### config.mk
export PLATFORM = sky130hd
export DESIGN_NAME = pipe_hazard_ctrl
export DESIGN_NICKNAME = d
export VERILOG_FILES = /design/src/rtl/pipe_hazard_ctrl.sv
export SDC_FILE = /design/constraint.sdc
export NUM_CORES = 1
export LEC_CHECK = 0
export CELL_PAD_IN_SITES_DETAIL_PLACEMENT = 0
export CELL_PAD_IN_SITES_GLOBAL_PLACEMENT = 1
export CORE_AREA = 2 2 89 91
export DETAILED_ROUTE_END_ITERATION = 8
export DIE_AREA = 0 0 91 93
export PLACE_DENSITY_LB_ADDON = 0.1
export SLEW_MARGIN = 20
export SYNTH_ARGS = -nofsm -noshare
export SYNTH_HDL_FRONTEND = slang
export SYNTH_SLANG_ARGS = --single-unit
### constraint.sdc
create_clock -name clk -period 3 [get_ports clk]
set_clock_uncertainty 0.2 [all_clocks]
set_input_delay 0.45 -clock clk [delete_from_list [all_inputs] [get_ports clk]]
set_output_delay 0.45 -clock clk [all_outputs]
set_load 0.01 [all_outputs]
### src/rtl/pipe_hazard_ctrl.sv
// rtl/pipe_hazard_ctrl.sv - pipeline freeze/flush sequencer with MEM watchdog
// Optional performance counters are enabled with PIPE_PERF_CNT_EN.
module pipe_hazard_ctrl #(
    parameter int MEM_TIMEOUT = 255,
    parameter int CNT_W       = 32
) (
    input  logic             clk,
    input  logic             reset,
    input  logic [3:0]       id_src1,
    input  logic [3:0]       id_src2,
    input  logic             id_two_src,
    input  logic [3:0]       exe_dest,
    input  logic             exe_wb_en,
    input  logic             exe_mem_r_en,
    input  logic [3:0]       mem_dest,
    input  logic             mem_wb_en,
    input  logic             fwd_en,
    input  logic             exe_branch_taken,
    input  logic             mem_req,
    input  logic             mem_ready,
    output logic             freeze_pc,
    output logic             freeze_if_id,
    output logic             flush_if_id,
    output logic             flush_id_ex,
    output logic             freeze_back,
    output logic             mem_timeout,
    output logic [1:0]       ctrl_state,
    output logic [CNT_W-1:0] stall_cnt,
    output logic [CNT_W-1:0] flush_cnt,
    output logic [CNT_W-1:0] memwait_cnt
);

    typedef enum logic [1:0] {
        ST_RUN      = 2'b00,
        ST_MEM_WAIT = 2'b01,
        ST_TIMEOUT  = 2'b10
    } state_t;

    localparam logic [15:0] WAIT_LAST = 16'(MEM_TIMEOUT - 1);

    state_t      state;
    logic [15:0] wait_cnt;
    logic        timeout_q;

    logic exe_match;
    logic mem_match;
    logic hazard;
    logic mwait;
    logic p_timeout;
    logic p_mwait;
    logic p_branch;
    logic p_hazard;

    assign exe_match = (id_src1 == exe_dest) | (id_two_src & (id_src2 == exe_dest));
    assign mem_match = (id_src1 == mem_dest) | (id_two_src & (id_src2 == mem_dest));

    // With forwarding only a load in EXE cannot be bypassed.
    assign hazard = fwd_en ? (exe_mem_r_en & exe_match)
                           : ((exe_wb_en & exe_match) | (mem_wb_en & mem_match));

    assign mwait = mem_req & ~mem_ready;

    assign p_timeout = (state == ST_TIMEOUT);
    assign p_mwait   = ~p_timeout & mwait;
    assign p_branch  = ~p_timeout & ~mwait & exe_branch_taken;
    assign p_hazard  = ~p_timeout & ~mwait & ~exe_branch_taken & hazard;

    // Gated by reset so the stage registers see clean controls during reset.
    assign freeze_pc    = reset & (p_timeout | p_mwait | p_hazard);
    assign freeze_if_id = reset & (p_timeout | p_mwait | p_hazard);
    assign freeze_back  = reset & (p_timeout | p_mwait);
    assign flush_if_id  = reset & p_branch;
    assign flush_id_ex  = reset & (p_branch | p_hazard);

    assign ctrl_state  = state;
    assign mem_timeout = timeout_q;

    always_ff @(posedge clk or negedge reset) begin
        if (!reset) begin
            state     <= ST_RUN;
            wait_cnt  <= 16'd0;
            timeout_q <= 1'b0;
        end else begin
            case (state)
                ST_RUN: begin
                    wait_cnt <= 16'd0;
                    if (mwait) state <= ST_MEM_WAIT;
                end
                ST_MEM_WAIT: begin
                    if (mem_ready) begin
                        state    <= ST_RUN;
                        wait_cnt <= 16'd0;
                    end else if (mwait) begin
                        wait_cnt <= wait_cnt + 16'd1;
                        if (wait_cnt == WAIT_LAST) begin
                            state     <= ST_TIMEOUT;
                            timeout_q <= 1'b1;
                        end
                    end
                end
                ST_TIMEOUT: state <= ST_TIMEOUT;
                default:    state <= ST_RUN;
            endcase
        end
    end

`ifdef PIPE_PERF_CNT_EN
    localparam logic [CNT_W-1:0] CNT_ONE = CNT_W'(1);

    logic [CNT_W-1:0] stall_q;
    logic [CNT_W-1:0] flush_q;
    logic [CNT_W-1:0] memwait_q;

    always_ff @(posedge clk or negedge reset) begin
        if (!reset) begin
            stall_q   <= '0;
            flush_q   <= '0;
            memwait_q <= '0;
        end else begin
            if (p_hazard && stall_q != '1)   stall_q   <= stall_q + CNT_ONE;
            if (p_branch && flush_q != '1)   flush_q   <= flush_q + CNT_ONE;
            if (p_mwait && memwait_q != '1)  memwait_q <= memwait_q + CNT_ONE;
        end
    end

    assign stall_cnt   = stall_q;
    assign flush_cnt   = flush_q;
    assign memwait_cnt = memwait_q;
`else
    assign stall_cnt   = '0;
    assign flush_cnt   = '0;
    assign memwait_cnt = '0;
`endif

endmodule

==> results of run 1 <==
-- critical path, stage by stage --
cell,delay (ns)
clkdlybuf4s50_1,0.44
xor2_1,0.17
nor4_1,0.27
a31oi_1,0.07
o32a_1,0.31
o21bai_1,0.16
dlygate4sd2_1,0.29
-- metal layers --
metal | up-vias | track usage, % | part of all wire (%)
li1 | 635 | - | -
met3 | 4 | 1.45 | 5.9
met2 | 69 | 16.6 | 52
met1 | 590 | 9.28 | 41
met5 | - | 0 | 0
met4 | 0 | 2.65 | 1.1
-- worst paths after layout --
path,startpoint,slack (ns),cells past startpoint,to
setup reg to reg,wait_cnt[0]$_DFFE_PN0P_,0.90,7,ctrl_state[0]$_DFFE_PN0P_
setup / recovery,id_src1[2],0.17,7,freeze_if_id
hold / removal,mem_timeout$_DFFE_PN0P_,0.27,1,mem_timeout$_DFFE_PN0P_
max in group asynchronous,reset,1.88,2,wait_cnt[0]$_DFFE_PN0P_
min in group asynchronous,reset,0.50,2,wait_cnt[10]$_DFFE_PN0P_
hold reg to reg,mem_timeout$_DFFE_PN0P_,0.27,1,mem_timeout$_DFFE_PN0P_
-- flip-flops by register name, indices dropped and copies added, names as in the netlist --
signal / cells
wait_cnt: 16
ctrl_state: 2
mem_timeout: 1
-- power by group through the flow --
stage / combinational [mW] / sequential [mW] / clock (mW)
after floorplan: 0.182 / 0.265 / 0
after global placement: 0.158 / 0.266 / 0
after detailed placement: 0.157 / 0.266 / 0
after CTS: 0.156 / 0.260 / 0.196
after global routing: 0.171 / 0.261 / 0.203
final: 0.156 / 0.260 / 0.183
-- metrics by stage --
step	std cells	worst slack, ns	total power [mW]	util [%]	TNS (ns)
floorplan	326	0.717	0.447	-	0
global placement	367	-0.147	0.424	27.7	-0.391
detailed placement	367	-0.150	0.422	27.7	-0.392
CTS	371	0.141	0.612	28.3	0
global route	371	0.0120	0.636	28.3	0
finish	371	0.173	0.599	28.3	0
-- cells by family after synthesis --
kind of cell	count (synthesis)	synth area share, %
simple gates	61	17.9
buf+inv	104	38.4
fa+ha+maj	2	1.27
xor+xnor	30	13.3
other cells	1	0.190
mux	2	1.08
compound gates	12	3.74
flops	19	24.1
-- layout by cell type, fill, tap and decap left out, types with 2 or more instances in the layout --
master / instances
a21oi_1: 3
a31oi_1: 2
and2_1: 2
and3_1: 3
buf_4: 5
clkbuf_8: 3
clkdlybuf4s50_1: 30
conb_1: 96
dfrtp_1: 19
dlygate4sd2_1: 3
ha_1: 2
inv_1: 5
nand2_1: 8
nand2b_1: 2
nand3_1: 6
nand3b_1: 2
nand4_1: 5
nor2_1: 18
nor3_1: 7
nor4_1: 2
o21ai_0: 4
xnor2_1: 6
xor2_1: 24
-- final cells by class --
type	count	area (um2)
Fill cell	837	5400
Clock inverter	1	5.00
Timing Repair Buffer	38	364
Tap cell	102	128
Multi-Input combinational cell	203	1100
Clock buffer	3	41.3
Sequential cell	19	475
Inverter	5	18.8
-- cell usage after synthesis (3+ instances only) --
cell type   n  area [um2]
inv_1       5        18.8
o21ai_0     4        20.0
nand2_1     8        30.0
a21oi_1     3        15.0
nor2_1     18        67.6
nor3_1      7        35.0
xnor2_1     6        52.6
buf_4      97         728
and3_1      3        18.8
dfrtp_1    19         475
nand4_1     5        31.3
nand3_1     6        30.0
xor2_1     24         210
==> impl_results.md, run 1 <==
* Largest fanout on the critical path at 2
* Sw Share at 32.1%
* Fin crit share at approximately 94%
* Final hold slack at between 0.2 and 0.3 ns
* Global Route Usage Sum at around 8.5%
* Syn Area/Cell at 8.54 um2
* WL/cell at 10.1 um
* Design area at 0.00213 mm2
* EDFF count, synth at 0
* Sequential Power Share at 43.5%
* Kind of critical path: in2out
* Clk sink count at 19
* Core area at around 0.0075 mm2
* Clk slew on worst S/H paths at 0.07 ns
* Cell Pwr Density at 282 mW/mm2
* Final Max Tran Viols at 0
* CTS tree: done
* Yosys warns at 0
* # IOs at 130
* Clock share of power at 30.5%
* Drt drc at 0
* First-pass GRT wire length at 5760 um
* Static Leakage at 1.02 nW
* DIE WIDTH at approximately 91 um
* Tmin final at 2.83 ns
* DP Area at 0.00209 mm2
* Clk buf depth at 2
* Area Growth Syn to Fin at 7.93%
* Req. time, crit path at 2.35 ns
* Largest net degree at the start of global routing at 20
* P_sw at a little under 0.2 mW
* Maximum vdd drop at 0.138 mV
* Depth of the CTS H-tree at 1
* Status: complete, no violations
* GR Overflow Total at 0
* Die Area at 0.00846 mm2
* CTS root buf: clkbuf_8
* DR pass1 iterations at 3
* Routed vias/inst at between 3 and 4
* Ys flop type: dfrtp_1
* Rows at 32
* Worst min-delay path class: reg2reg
* Diode count at 0
* Share of layout cells above drive strength 1 at 4.83%
* Num CTS Buffers at 3
* GP Congestion at 0.687
* Synth Register Bits at 19
* Syn Inst Count at roughly 230
* Resized cells post-CTS at 3
* CP Capture Type: output port
* CP Launch Type: input port
* # port buffers at 33
* Hold buffer count at CTS at 0
* Seq/Total Area, Yosys at 24.1%
* Chip height at slightly above 90 um
* Initial drt markers at 20
* Asr flop ratio synth at 100%
* Distinct cells, synth at 32
* Max capacitance violation total at 0
* Nets@finish at approximately 300
* Vias in the first global route at 1,180
* Cell area after synthesis at between 0.0015 and 0.002 mm2
* Int Pwr at 0.407 mW
* Starting density of the core at 26.2%
* Skew-Pair Late Insertion Delay at 0.26 ns
* Worst Path Arrival at roughly 2.2 ns
* Drt total wl at about 3700 um
* Vias at 1,298
* Setup bufs post-CTS at 0
* Detail Route Antenna Nets at 0
* Final setup vio count at 0
* Max Clk Rate at 354 MHz
* RSZ-0062 raised after global routing: no
* Antenna violations before repair at 0
* Final hold violation count at 0
* Combinational share of power at 26.0%
* DP HPWL at 3000 um
No activity file was read; power rests on OpenSTA's default activity.
==> inputs of run 2 (changes only) <==
- HOLD_SLACK_MARGIN: default -> 0.03
==> results of run 2 <==
No change in the layout: final DEF, timing and power equal those of run 1.
==> inputs of run 3 (changes only) <==
- HOLD_SLACK_MARGIN: 0.03 -> 0.06
==> results of run 3 <==
No change in the layout: final DEF, timing and power equal those of run 1.
